===== config.mk =====
export PLATFORM = sky130hd
export DESIGN_NAME = alu_share_arb
export DESIGN_NICKNAME = d
export VERILOG_FILES = /design/src/rtl/alu_share_arb.sv
export SDC_FILE = /design/constraint.sdc
export NUM_CORES = 1
export LEC_CHECK = 0
export BUFFER_PORTS_ARGS = -buffer_cell sky130_fd_sc_hd__buf_2
export CAP_MARGIN = 25
export CORE_ASPECT_RATIO = 0.75
export CORE_MARGIN = 4
export CORE_UTILIZATION = 44
export CTS_BUF_LIST = sky130_fd_sc_hd__clkbuf_4 sky130_fd_sc_hd__clkbuf_8 sky130_fd_sc_hd__clkbuf_16
export DETAILED_ROUTE_END_ITERATION = 8
export PLACE_DENSITY = 0.79
export SYNTH_ARGS = -nofsm -noshare
export SYNTH_HDL_FRONTEND = slang
export SYNTH_SLANG_ARGS = --single-unit

===== constraint.sdc =====
create_clock -name clk -period 3.25 [get_ports clk]
set_input_delay 0 -clock clk [delete_from_list [all_inputs] [get_ports clk]]
set_output_delay 0 -clock clk [all_outputs]
set_load 0.1 [all_outputs]

===== src/rtl/alu_share_arb.sv =====
// alu_share_arb: shares one combinational alu32 between two requesters.
// Requester 0 is the execute stage and requester 1 is the address/branch helper.
// Pipeline: S1 is the operand register that drives alu_*. S2 is the response register (rsp_*).
// Each response carries the ID of the requester that issued it.
// Optional build macro: ALU_ARB_FIXED_PRIO_EN.
//   Defined:   requester 0 always wins contention.
//   Undefined: round-robin on contention, with requester 0 first after reset.
module alu_share_arb #(
    parameter int DATA_W = 32
) (
    input  logic              clk,
    input  logic              rst_n,
    input  logic [1:0]        req_valid,
    output logic [1:0]        req_ready,
    input  logic [DATA_W-1:0] req0_a,
    input  logic [DATA_W-1:0] req0_b,
    input  logic [DATA_W-1:0] req1_a,
    input  logic [DATA_W-1:0] req1_b,
    input  logic [4:0]        req0_shamt,
    input  logic [4:0]        req1_shamt,
    input  logic [3:0]        req0_f,
    input  logic [3:0]        req1_f,
    output logic [DATA_W-1:0] alu_a,
    output logic [DATA_W-1:0] alu_b,
    output logic [4:0]        alu_shamt,
    output logic [3:0]        alu_f,
    output logic              alu_blez,
    input  logic [DATA_W-1:0] alu_y,
    input  logic              alu_zero,
    input  logic              alu_blez_out,
    output logic              rsp_valid,
    input  logic              rsp_ready,
    output logic              rsp_id,
    output logic [DATA_W-1:0] rsp_y,
    output logic              rsp_zero,
    output logic              rsp_blez
);

    // S1: operand stage
    logic              s1_valid_q, s1_valid_d;
    logic              s1_id_q, s1_id_d;
    logic [DATA_W-1:0] alu_a_q, alu_a_d;
    logic [DATA_W-1:0] alu_b_q, alu_b_d;
    logic [4:0]        alu_shamt_q, alu_shamt_d;
    logic [3:0]        alu_f_q, alu_f_d;

    // S2: response stage
    logic              rsp_valid_q, rsp_valid_d;
    logic              rsp_id_q, rsp_id_d;
    logic [DATA_W-1:0] rsp_y_q, rsp_y_d;
    logic              rsp_zero_q, rsp_zero_d;
    logic              rsp_blez_q, rsp_blez_d;

`ifndef ALU_ARB_FIXED_PRIO_EN
    // ID of the most recent accepted request. Reset to 1 so that requester 0 wins first.
    logic              last_id_q, last_id_d;
`endif

    logic       s2_adv;
    logic       s1_adv;
    logic [1:0] grant;

    assign s2_adv = !rsp_valid_q || rsp_ready;
    assign s1_adv = !s1_valid_q || s2_adv;

    // Grant selection: a lone requester always wins; contention is resolved by priority mode
    always_comb begin
        grant = 2'b00;
        case (req_valid)
            2'b01: grant = 2'b01;
            2'b10: grant = 2'b10;
`ifdef ALU_ARB_FIXED_PRIO_EN
            2'b11: grant = 2'b01;
`else
            2'b11: grant = last_id_q ? 2'b01 : 2'b10;
`endif
            default: grant = 2'b00;
        endcase
    end

    // A grant becomes a handshake only when S1 can take the operands this cycle
    assign req_ready = grant & {2{s1_adv}};

    // Next-state for both pipeline stages and the arbitration pointer
    always_comb begin
        s1_valid_d  = s1_valid_q;
        s1_id_d     = s1_id_q;
        alu_a_d     = alu_a_q;
        alu_b_d     = alu_b_q;
        alu_shamt_d = alu_shamt_q;
        alu_f_d     = alu_f_q;
        rsp_valid_d = rsp_valid_q;
        rsp_id_d    = rsp_id_q;
        rsp_y_d     = rsp_y_q;
        rsp_zero_d  = rsp_zero_q;
        rsp_blez_d  = rsp_blez_q;
`ifndef ALU_ARB_FIXED_PRIO_EN
        last_id_d   = last_id_q;
`endif

        // S2 captures whatever S1 currently presents to the ALU; the flags pass through unmodified
        if (s2_adv) begin
            rsp_valid_d = s1_valid_q;
            rsp_id_d    = s1_id_q;
            rsp_y_d     = alu_y;
            rsp_zero_d  = alu_zero;
            rsp_blez_d  = alu_blez_out;
        end

        // S1 takes the granted operands. When nothing is granted, the ALU inputs keep their
        // old values so that the ALU does not toggle.
        if (s1_adv) begin
            s1_valid_d = |grant;
            if (|grant) begin
                s1_id_d = grant[1];
                if (grant[1]) begin
                    alu_a_d     = req1_a;
                    alu_b_d     = req1_b;
                    alu_shamt_d = req1_shamt;
                    alu_f_d     = req1_f;
                end else begin
                    alu_a_d     = req0_a;
                    alu_b_d     = req0_b;
                    alu_shamt_d = req0_shamt;
                    alu_f_d     = req0_f;
                end
`ifndef ALU_ARB_FIXED_PRIO_EN
                last_id_d = grant[1];
`endif
            end
        end
    end

    // State registers; an asynchronous reset discards anything in flight
    always_ff @(posedge clk or negedge rst_n) begin
        if (!rst_n) begin
            s1_valid_q  <= 1'b0;
            s1_id_q     <= 1'b0;
            alu_a_q     <= '0;
            alu_b_q     <= '0;
            alu_shamt_q <= '0;
            alu_f_q     <= '0;
            rsp_valid_q <= 1'b0;
            rsp_id_q    <= 1'b0;
            rsp_y_q     <= '0;
            rsp_zero_q  <= 1'b0;
            rsp_blez_q  <= 1'b0;
`ifndef ALU_ARB_FIXED_PRIO_EN
            last_id_q   <= 1'b1;
`endif
        end else begin
            s1_valid_q  <= s1_valid_d;
            s1_id_q     <= s1_id_d;
            alu_a_q     <= alu_a_d;
            alu_b_q     <= alu_b_d;
            alu_shamt_q <= alu_shamt_d;
            alu_f_q     <= alu_f_d;
            rsp_valid_q <= rsp_valid_d;
            rsp_id_q    <= rsp_id_d;
            rsp_y_q     <= rsp_y_d;
            rsp_zero_q  <= rsp_zero_d;
            rsp_blez_q  <= rsp_blez_d;
`ifndef ALU_ARB_FIXED_PRIO_EN
            last_id_q   <= last_id_d;
`endif
        end
    end

    assign alu_a     = alu_a_q;
    assign alu_b     = alu_b_q;
    assign alu_shamt = alu_shamt_q;
    assign alu_f     = alu_f_q;
    assign alu_blez  = 1'b0;

    assign rsp_valid = rsp_valid_q;
    assign rsp_id    = rsp_id_q;
    assign rsp_y     = rsp_y_q;
    assign rsp_zero  = rsp_zero_q;
    assign rsp_blez  = rsp_blez_q;

endmodule


==> Word level (Yosys, flattened, before mapping) <==
Cells that the tools add are included.
{ "word_totals": {"input_bits": 185, "reg_bits": 112, "word_cells": 28, "output_inout_bits": 112} }
{ "classes": {"n_reduce_logical": 6, "n_eq_ne": 3, "mux": 6, "bitwise_logic": 1} }
{ "op_table": {"columns": ["operator", "n"], "rows": [
  ["$mux 32", 2],
  ["$pmux 2 s3", 1],
  ["$mux 5", 1],
  ["$eq 2x2->1 const B", 2],
  ["$mux 4", 1],
  ["$and 2x2->2", 1],
  ["$eq 2x1->1 const B", 1],
  ["$logic_not 1->1", 2],
  ["$logic_or 1x1->1", 2],
  ["$mux 2", 1],
  ["$reduce_and 2->1", 1],
  ["$reduce_or 2->1", 1]
]} }

==> Logic depth before layout (Yosys ltp) <==
Gate-level depths: netlist of the first run.
{ "depth": {"ltp_word": 4, "depth_mapped": 7, "depth_no_buf": 3} }

==> Least setup slack after synthesis of the first run <==
Ideal clock, no wire load.
{ "synth_path": {"path_type": "flip-flop to output port", "from": "register rsp_valid_q, in the netlist rsp_valid", "to": "output req_ready[1]", "stages_incl_launch_ff": 7, "path_slack_ps": 17, "n_path_buf": 3, "t_arrival_ps": 3233, "required_ps": 3250, "cell_sequence": "dfrtp_1 and3b_1 buf_6 buf_6 or2_1 clkbuf_1 a21oi_1"} }
{ "synth_via": {"elab_chain_len": 4} }
{ "synth_lines": {"columns": ["item", "line", "text"], "rows": [
  ["start: declaration", "48", "logic rsp_valid_q, rsp_valid_d;"],
  ["start signal: assignment", "158", "rsp_valid_q <= rsp_valid_d;"],
  ["$logic_not 1->1", "63", "assign s2_adv = !rsp_valid_q || rsp_ready;"],
  ["$logic_or 1x1->1", "63", null],
  ["$logic_or 1x1->1", "64", "assign s1_adv = !s1_valid_q || s2_adv;"],
  ["$and 2x2->2", "82", "assign req_ready = grant & {2{s1_adv}};"],
  ["end: declaration", "14", "output logic [1:0] req_ready,"]
]} }
Every way passes these cells.

==> Final worst setup path of the first run <==
{ "layout_path": {"from": "register rsp_valid_q, in the netlist rsp_valid", "to": "register alu_a_q[16], in the netlist alu_a[16]"} }
{ "layout_via": {"elab_chain_len": 4} }
{ "layout_lines": {"columns": ["item", "line", "text"], "rows": [
  ["$logic_not 1->1", "63", null],
  ["$logic_or 1x1->1", "63", null],
  ["$logic_or 1x1->1", "64", null],
  ["$reduce_and 2->1 (no line)", null, null],
  ["end signal: assignment", "154", "alu_a_q <= alu_a_d;"],
  ["end: declaration", "42", "logic [DATA_W-1:0] alu_a_q, alu_a_d;"]
]} }
Every way passes these cells.
A chain may end at the register's enable or synchronous reset.

==> results of run 1 <==
## routing by layer
| layer | global-route usage (%) | wire (um) | up-vias |
|---|---|---|---|
| met5 | 0 | 13 | - |
| met4 | 12.1 | 876 | 2 |
| met3 | 7.98 | 1730 | 76 |
| met2 | 47.7 | 10600 | 366 |
| met1 | 34.2 | 7940 | 2922 |
| li1 | - | - | 2681 |
## cell type report
cell class | count | area, um^2 | share of cell area (%)
Tap cell | 166 | 208 | 2.30
Multi-Input combinational cell | 342 | 2540 | 28.1
Sequential cell | 112 | 2800 | 31.0
Clock inverter | 7 | 75.1 | 0.831
Clock buffer | 9 | 225 | 2.49
Timing Repair Buffer | 465 | 3190 | 35.3
## logic make-up (layout without fill, tap and decap cells)
kind of cell / count (synthesis) / count (layout) / share of synthesized area (%)
compound gates: 223 / 223 / 31.9
flops: 112 / 112 / 50.1
simple gates: 83 / 83 / 5.88
buf+inv: 54 / 481 / 5.09
mux: 35 / 35 / 7.04
other cells: 1 / 1 / 0.0670
## worst min-delay path by stage
stage,from,end,cells past startpoint
2_1_floorplan,rst_n,alu_a[0]$_DFFE_PN0P_,0
3_3_place_gp,rst_n,alu_b[0]$_DFFE_PN0P_,1
3_5_place_dp,alu_y[10],rsp_y[10]$_DFFE_PN0P_,2
4_1_cts,req0_b[14],alu_b[14]$_DFFE_PN0P_,3
5_1_grt,req0_a[11],alu_a[11]$_DFFE_PN0P_,3
6_report,req0_a[11],alu_a[11]$_DFFE_PN0P_,3
## power groups by stage
stage                     Combinational, mW  Clock, mW  Sequential (mW)
final                                  2.87       1.11             1.73
after global routing                   2.96       1.19             1.75
after CTS                              2.82       1.13             1.71
after detailed placement               2.57          0             1.73
after global placement                 2.55          0             1.73
after floorplan                       0.563          0             3.24
## through the flow
step | instance area (um^2) | std cells | total power [mW] | setup slack, ps
floorplan | 5600 | 508 | 3.81 | 17.2
global placement | 7120 | 925 | 4.28 | 1350
detailed placement | 7120 | 925 | 4.30 | 1280
CTS | 9010 | 1100 | 5.65 | 887
global route | 9040 | 1101 | 5.90 | 747
finish | 9040 | 1101 | 5.70 | 814
## synth_stat cells
cell type	number
mux2_2	35
dfstp_2	1
buf_2	3
buf_8	2
conb_1	1
nor2_1	76
a21boi_1	1
o31ai_4	20
o31ai_2	40
clkbuf_1	41
and3b_1	1
or2_1	1
buf_6	7
a21oi_1	74
dfrtp_1	111
o22a_1	2
o21ai_0	73
nand2_1	1
buf_4	1
nand2b_1	4
o31ai_1	13
## worst max-delay path, cell delays in order, from the launching register on
cell and delay, ps:
dfrtp_1 380, and3b_2 200, or2_4 560, buf_12 390, o31ai_1 150, dlygate4sd3_1 590
## what timing repair did
item | in CTS | in global routing
hold buffers | 159 | 0
buffers inserted | 0 | 0
endpoints found under the hold margin | 186 | 0
## state kept, by name, summed over array words and instances (netlist names)
register and flops:
rsp_valid 1, s1_valid_q 1, rsp_zero 1, rsp_id 1
alu_b 32, rsp_blez 1, alu_shamt 5, alu_f 4
s1_id_q 1, alu_a 32, last_id_q 1, rsp_y 32
==> results.txt, run 1 <==
----------------------------------------------------
[Critical path]
  Crit path max fanout ... 39
  Reg2Reg Setup Slack ... 810 ps
  Cells on worst reg2reg path ... 5
  Data arrival time at the worst-slack endpoint ... 2650 ps
  FF-to-FF Start ... rsp_valid$_DFFE_PN0P_
  Setup crit start kind ... flip-flop
  Crit. Startpoint ... rsp_valid$_DFFE_PN0P_
  Category of the most critical setup path ... flip-flop to flip-flop
  Endpoint of the worst-slack reg-to-reg timing path ... alu_a[16]$_DFFE_PN0P_
  Element type at the critical path end ... flip-flop
  Critical path data required time ... 3470 ps
  End point of the critical path ... alu_a[16]$_DFFE_PN0P_

[CTS]
  H-tree depth ... 3
  Maximum clock path buffer count ... 2
  Clock tree from TritonCTS ... built
  Total of cells resized after clock tree synthesis ... 0
  Insertion delay to the later sink of the worst-skew pair ... 340 ps
  Post-CTS clock slew at the launch and capture registers of the worst setup and hold paths ... 80 ps
  Clock tree root buffer cell ... clkbuf_16
  Sink count of the clock tree ... 112
  Num CTS Buffers ... 9

[Logic synthesis]
  Count of yosys warnings during synthesis ... 0
  Seq/Total Area, Yosys ... 50.1%
  Gate count after technology mapping ... 508
  Number of flip-flops and latches in the synthesized netlist ... 112
  Cell area after synthesis ... 5600 um^2
  Post-synth net total ... 693
  Ranking of synthesized cells by area ... dfrtp_1, o31ai_2, o31ai_4, mux2_2, a21oi_1
  Synthesized area per cell ... 11.0 um^2
  Top cell type's share of synthesized area ... 49.6%
  Yosys cell types ... 21
  Cell type with the largest total area after synthesis ... dfrtp_1

[Layout]
  Area growth, synth to finish ... 61.3%
  Filler cell count in the final layout ... 821
  Layout cell share with drive strength beyond 1 ... 45.3%
  Antenna cell count ... 0
  Utilization after layout ... 73.2%
  Commonest cells after routing, fill and taps aside ... buf_2, dlygate4sd3_1, dfrtp_1
  Post-layout net count ... 1115
  Most common library cell in the layout ignoring fill and taps ... buf_2

[Global routing]
  Total global-route track usage ... 28.3%
  Antenna violations before repair ... 1
  Maximum number of pins on one net before global-route repair ... 83
  Via count of the first global-routing pass ... 6250
  Final global-route overflow total ... 0
  Global-route wire length before repair ... 33700 um

[Detailed routing]
  Detailed-route DRC error count ... 0
  Wire length per cell ... 19.2 um
  Number of iterations in the first detailed-routing pass ... 5
  DRC violation total after the first TritonRoute iteration ... 324
  Antenna violation net count after detailed routing ... 0
  Final wirelength ... 21100 um
  Average vias per placed instance ... 5.49
  Vias after detailed routing ... 6047

[Die]
  Core area ... 12300 um^2
  Overall die area ... 14600 um^2
  Initial core utilization ... 45.3%
  Number of placement rows ... 35
  Die extent in x ... 138 um
  Ports placed on the boundary ... 297
  Die Y-Extent ... 106 um

[Run]
  Total of max-cap violations ... 0

[Timing]
  Final count of hold timing violations ... 0
  Relative slew slack ... 36.6%
  Sum of negative setup slack ... 0 ps
  Fraction of the cycle the final worst path needs ... 74.9%
  Final-layout worst hold slack ... 4.88 ps
  Clock Skew ... 6.02 ps
  Transition time at the pin with the least slew margin ... 951 ps
  Upper clock frequency limit ... 411 MHz
  Final max-slew violation count ... 0
  Setup repair after global routing missed its margin ... no
  Final setup violation count ... 0
  Final worst path period need ... 2440 ps

[Pwr]
  Switching Power ... 2.86 mW
  Switching share of power ... 50.1%
  IR Drop Worst-Case VDD ... 0.000459 V
  Design internal power ... 2.85 mW
  Flop pwr share ... 30.3%
  Share of total power in combinational logic ... 50.3%
  Lkg Pwr ... 4.22 nW
  Share of total power in the clock network ... 19.4%
  Power density over the cells ... 631 nW/um^2

[Hold path]
  Worst hold-check path type ... input port to flip-flop

[Status]
  Status ... finished, final reports clean

[Placed design]
  Final weighted congestion in routability-driven placement ... 0.859
  HPWL reported at the end of detailed placement ... 11600 um
  Port Buf Inserts ... 295

----------------------------------------------------
(Power assumes the default switching activity.)
==> inputs of run 2 (changes only) <==
--- a/config.mk
+++ b/config.mk
@@ -5,14 +5,15 @@
 export SDC_FILE = /design/constraint.sdc
 export NUM_CORES = 1
 export LEC_CHECK = 0
+export ABC_AREA = 1
 export BUFFER_PORTS_ARGS = -buffer_cell sky130_fd_sc_hd__buf_2
 export CAP_MARGIN = 25
 export CORE_ASPECT_RATIO = 0.75
 export CORE_MARGIN = 4
-export CORE_UTILIZATION = 44
+export CORE_UTILIZATION = 41
 export CTS_BUF_LIST = sky130_fd_sc_hd__clkbuf_4 sky130_fd_sc_hd__clkbuf_8 sky130_fd_sc_hd__clkbuf_16
 export DETAILED_ROUTE_END_ITERATION = 8
-export PLACE_DENSITY = 0.79
+export PLACE_DENSITY = 0.76
 export SYNTH_ARGS = -nofsm -noshare
 export SYNTH_HDL_FRONTEND = slang
 export SYNTH_SLANG_ARGS = --single-unit
==> constraint.sdc (replaced) <==
create_clock -name clk -period 2 [get_ports clk]
set_input_delay 0 -clock clk [delete_from_list [all_inputs] [get_ports clk]]
set_output_delay 0 -clock clk [all_outputs]
set_load 0.1 [all_outputs]
==> results.txt, run 2 <==
----------------------------------------------------
[CTS]
  Setup fix buffers added after clock tree synthesis ... 0 (unchanged)
  Post-CTS clock slew at the launch and capture registers of the worst setup and hold paths ... 80 ps (about the same)
  Clock tree from TritonCTS ... built
  H-tree depth ... 3 (unchanged)
  Clock tree root buffer cell ... clkbuf_16
  Maximum clock path buffer count ... 2 (unchanged)
  Num CTS Buffers ... 9 (unchanged)
  Insertion delay to the later sink of the worst-skew pair ... 350 ps (about the same)
  Sink count of the clock tree ... 112 (unchanged)

[Logic synthesis]
  Most frequently used cell type in the post-synthesis netlist ... nand2_1
  Gate count after technology mapping ... 804 (+58%)
  Cell type with the largest total area after synthesis ... dfrtp_1
  Cell area after synthesis ... 5760 um^2 (+2.8%)
  Commonest register cell after synthesis ... dfrtp_1
  Number of flip-flops and latches in the synthesized netlist ... 112 (unchanged)
  Leading cell types by count after synthesis ... nand2_1, nand3_1, inv_1, dfrtp_1, buf_2
  Top cell type's share of synthesized area ... 48.3% (-1.3 points)
  Ranking of synthesized cells by area ... dfrtp_1, nand2_1, nand3_1, inv_1, buf_2
  Number of enable flip-flop cells after synthesis ... 0 (unchanged)
  Synth async-reset ratio ... 100% (unchanged)
  Post-synth net total ... 989 (+43%)
  Yosys cell types ... 15 (-29%)
  Count of yosys warnings during synthesis ... 0 (unchanged)
  Seq/Total Area, Yosys ... 48.7% (-1.4 points)
  Synthesized area per cell ... 7.16 um^2 (-35%)

[Critical path]
  Critical path data required time ... 2290 ps (-1180 ps)
  Element type at the critical path end ... flip-flop
  Slowest library cell on the worst path ... dlygate4sd3_1
  Cell type group with the largest total delay on the critical path ... buffers and inverters
  Setup crit start kind ... flip-flop
  Bufs and invs on worst path ... 3 (+1)
  Most common cell on crit path ... nand2_1
  Crit path max fanout ... 29 (-26%)
  Cell Chain, Critical Path ... inv_1 -> nand2_1 -> nand2_4 -> buf_8 -> nand2_1 -> nand3_1 -> dlygate4sd3_1 -> nand2_1
  Category of the most critical setup path ... flip-flop to flip-flop
  Data arrival time at the worst-slack endpoint ... 2180 ps (-470 ps)
  Crit-path max cell delay ... 580 ps (about the same)

[Global routing]
  Via count of the first global-routing pass ... 7188 (+15%)
  Global-route wire length before repair ... 34200 um (+1.3%)
  Met3 usage ... 5.93% (-2.1 points)
  Met2 usage ... 44.4% (-3.3 points)
  Final global-route overflow total ... 0 (unchanged)
  Total global-route track usage ... 26.3% (-2.0 points)
  Busiest grt layer ... met2
  Met1 Use GR ... 31.8% (-2.4 points)
  Antenna violations before repair ... 0 (-1)
  Maximum number of pins on one net before global-route repair ... 107 (+29%)

[Placed design]
  Port Buf Inserts ... 295 (unchanged)
  Dpl cell area ... 7330 um^2 (+3.0%)
  Final weighted congestion in routability-driven placement ... 0.829 (-3.4%)
  HPWL reported at the end of detailed placement ... 12200 um (+5.0%)

[Timing]
  Setup repair after global routing missed its margin ... no
  Final worst path period need ... 1890 ps (-549 ps)
  Final-layout worst hold slack ... 15.7 ps (+10.8 ps)
  Final max-slew violation count ... 0 (unchanged)
  Upper clock frequency limit ... 530 MHz (+29%)
  Sum of negative setup slack ... 0 ps (unchanged)
  Transition time at the pin with the least slew margin ... 592 ps (-359 ps)
  Clock Skew ... 6.56 ps (+0.537 ps)
  Final setup violation count ... 0 (unchanged)
  Fraction of the cycle the final worst path needs ... 94.3% (+19 points)
  Relative slew slack ... 60.5% (+24 points)
  Final count of hold timing violations ... 0 (unchanged)

[Detailed routing]
  DRC violation total after the first TritonRoute iteration ... 572 (+77%)
  Antenna violation net count after detailed routing ... 0 (unchanged)
  Wire length per cell ... 15.2 um (-21%)
  Average vias per placed instance ... 4.92 (-10%)
  Detailed-route DRC error count ... 0 (unchanged)
  Vias after detailed routing ... 7061 (+17%)
  Number of iterations in the first detailed-routing pass ... 8 (+3)
  Final wirelength ... 21800 um (+3.3%)

[Layout]
  Layout cell share with drive strength beyond 1 ... 26.7% (-19 points)
  Area growth, synth to finish ... 65.7%
  Utilization after layout ... 69.4% (-3.8 points)
  Cell area after layout ... 9540 um^2 (+5.6%)
  Commonest cells after routing, fill and taps aside ... nand2_1, buf_2, nand3_1, dlygate4sd3_1, inv_1
  Post-layout net count ... 1439 (+29%)
  Most common library cell in the layout ignoring fill and taps ... nand2_1

[Status]
  Status ... finished, final reports clean

[Die]
  Ports placed on the boundary ... 297 (unchanged)
  Core area ... 13700 um^2 (+11%)
  Initial core utilization ... 41.9% (-3.5 points)
  Overall die area ... 16000 um^2 (+9.6%)
  Number of placement rows ... 37 (+5.7%)
  Die extent in x ... 145 um (+4.7%)
  Die Y-Extent ... 111 um (+4.6%)

[Pwr]
  Total power draw ... 10.4 mW (+82%)
  Lkg Pwr ... 5.65 nW (+34%)
  IR Drop Worst-Case VDD ... 0.000826 V (+80%)
  Power density over the cells ... 1090 nW/um^2 (+73%)

[Run]
  Total of max-cap violations ... 0 (unchanged)

[Hold path]
  Worst hold-check path type ... input port to flip-flop

----------------------------------------------------
run 2: changes by cell type after synthesis, moves of 13 or more:
cell      delta
nand2_1    +298
nand3_1    +182
inv_1      +151
nor2_1      -76
a21oi_1     -74
o21ai_0     -72
o31ai_2     -40
mux2_2      -35
clkbuf_1    -32
buf_2       +27
o31ai_4     -20
o31ai_1     -13
run 2: where the power goes:
group | internal (mW) | switching, mW | total [mW]
logic | 1.15 | 4.28 | 5.43
clock network | 1.13 | 0.889 | 2.02
registers | 2.69 | 0.257 | 2.95
run 2: per-stage QoR:
| step | setup WS [ps] | instances |
|---|---|---|
| final | 113 | 1435 |
| after global routing | 14.7 | 1434 |
| after CTS | 25.3 | 1433 |
| after detailed placement | 541 | 1236 |
| after global placement | 538 | 1236 |
| after floorplan | 218 | 804 |
run 2: timing repair:
item	4_1_cts	5_1_grt
setup endpoints to repair	0	70
gates resized for setup	0	8
hold endpoints to repair	218	0
hold buffers	181	0
run 2: path summary, 6_finish.rpt:
path | from | endpoint | slack, ps | cells after the start
setup / recovery | last_id_q$_DFFE_PN1P_ | alu_b[3]$_DFFE_PN0P_ | 110 | 8
hold / removal | req0_shamt[2] | alu_shamt[2]$_DFFE_PN0P_ | 20 | 5
setup reg to reg | last_id_q$_DFFE_PN1P_ | alu_b[3]$_DFFE_PN0P_ | 110 | 8
hold reg to reg | alu_a[10]$_DFFE_PN0P_ | alu_a[10]$_DFFE_PN0P_ | 480 | 2
max in group asynchronous | rst_n | alu_a[24]$_DFFE_PN0P_ | 1150 | 3
min in group asynchronous | rst_n | alu_f[0]$_DFFE_PN0P_ | 230 | 3
run 2: kinds of logic (layout without fill, tap and decap cells):
family	Yosys count	after routing	share of synthesized area [%]
AOI/OAI and AO/OA	2	2	0.196
buffers and inverters	205	660	15.3
DFF	112	112	48.7
other	1	2	0.0651
and+or+nand+nor	484	484	35.7
run 2: metal layers:
metal  share of wire (%)  vias up
li1                    -     3310
met1                  38     3200
met2                  48      464
met3                 9.9       87
met4                 4.1        0
met5                   0        -
run 2: area by class of cell:
class                           count  area, um^2
Fill cell                        1004        4210
Timing Repair Buffer              491        3500
Sequential cell                   112        2800
Multi-Input combinational cell    487        2100
Inverter                          153         574
Clock buffer                        9         225
Tap cell                          175         219
Clock inverter                      7         114
Antenna cell                        1        2.50
run 2: worst register-to-register path, cell delays in order, from the launching register on:
cell	delay (ps)
dfstp_2	520
inv_1	60
nand2_1	100
nand2_4	120
buf_8	200
nand2_1	120
nand3_1	90
dlygate4sd3_1	580
nand2_1	60
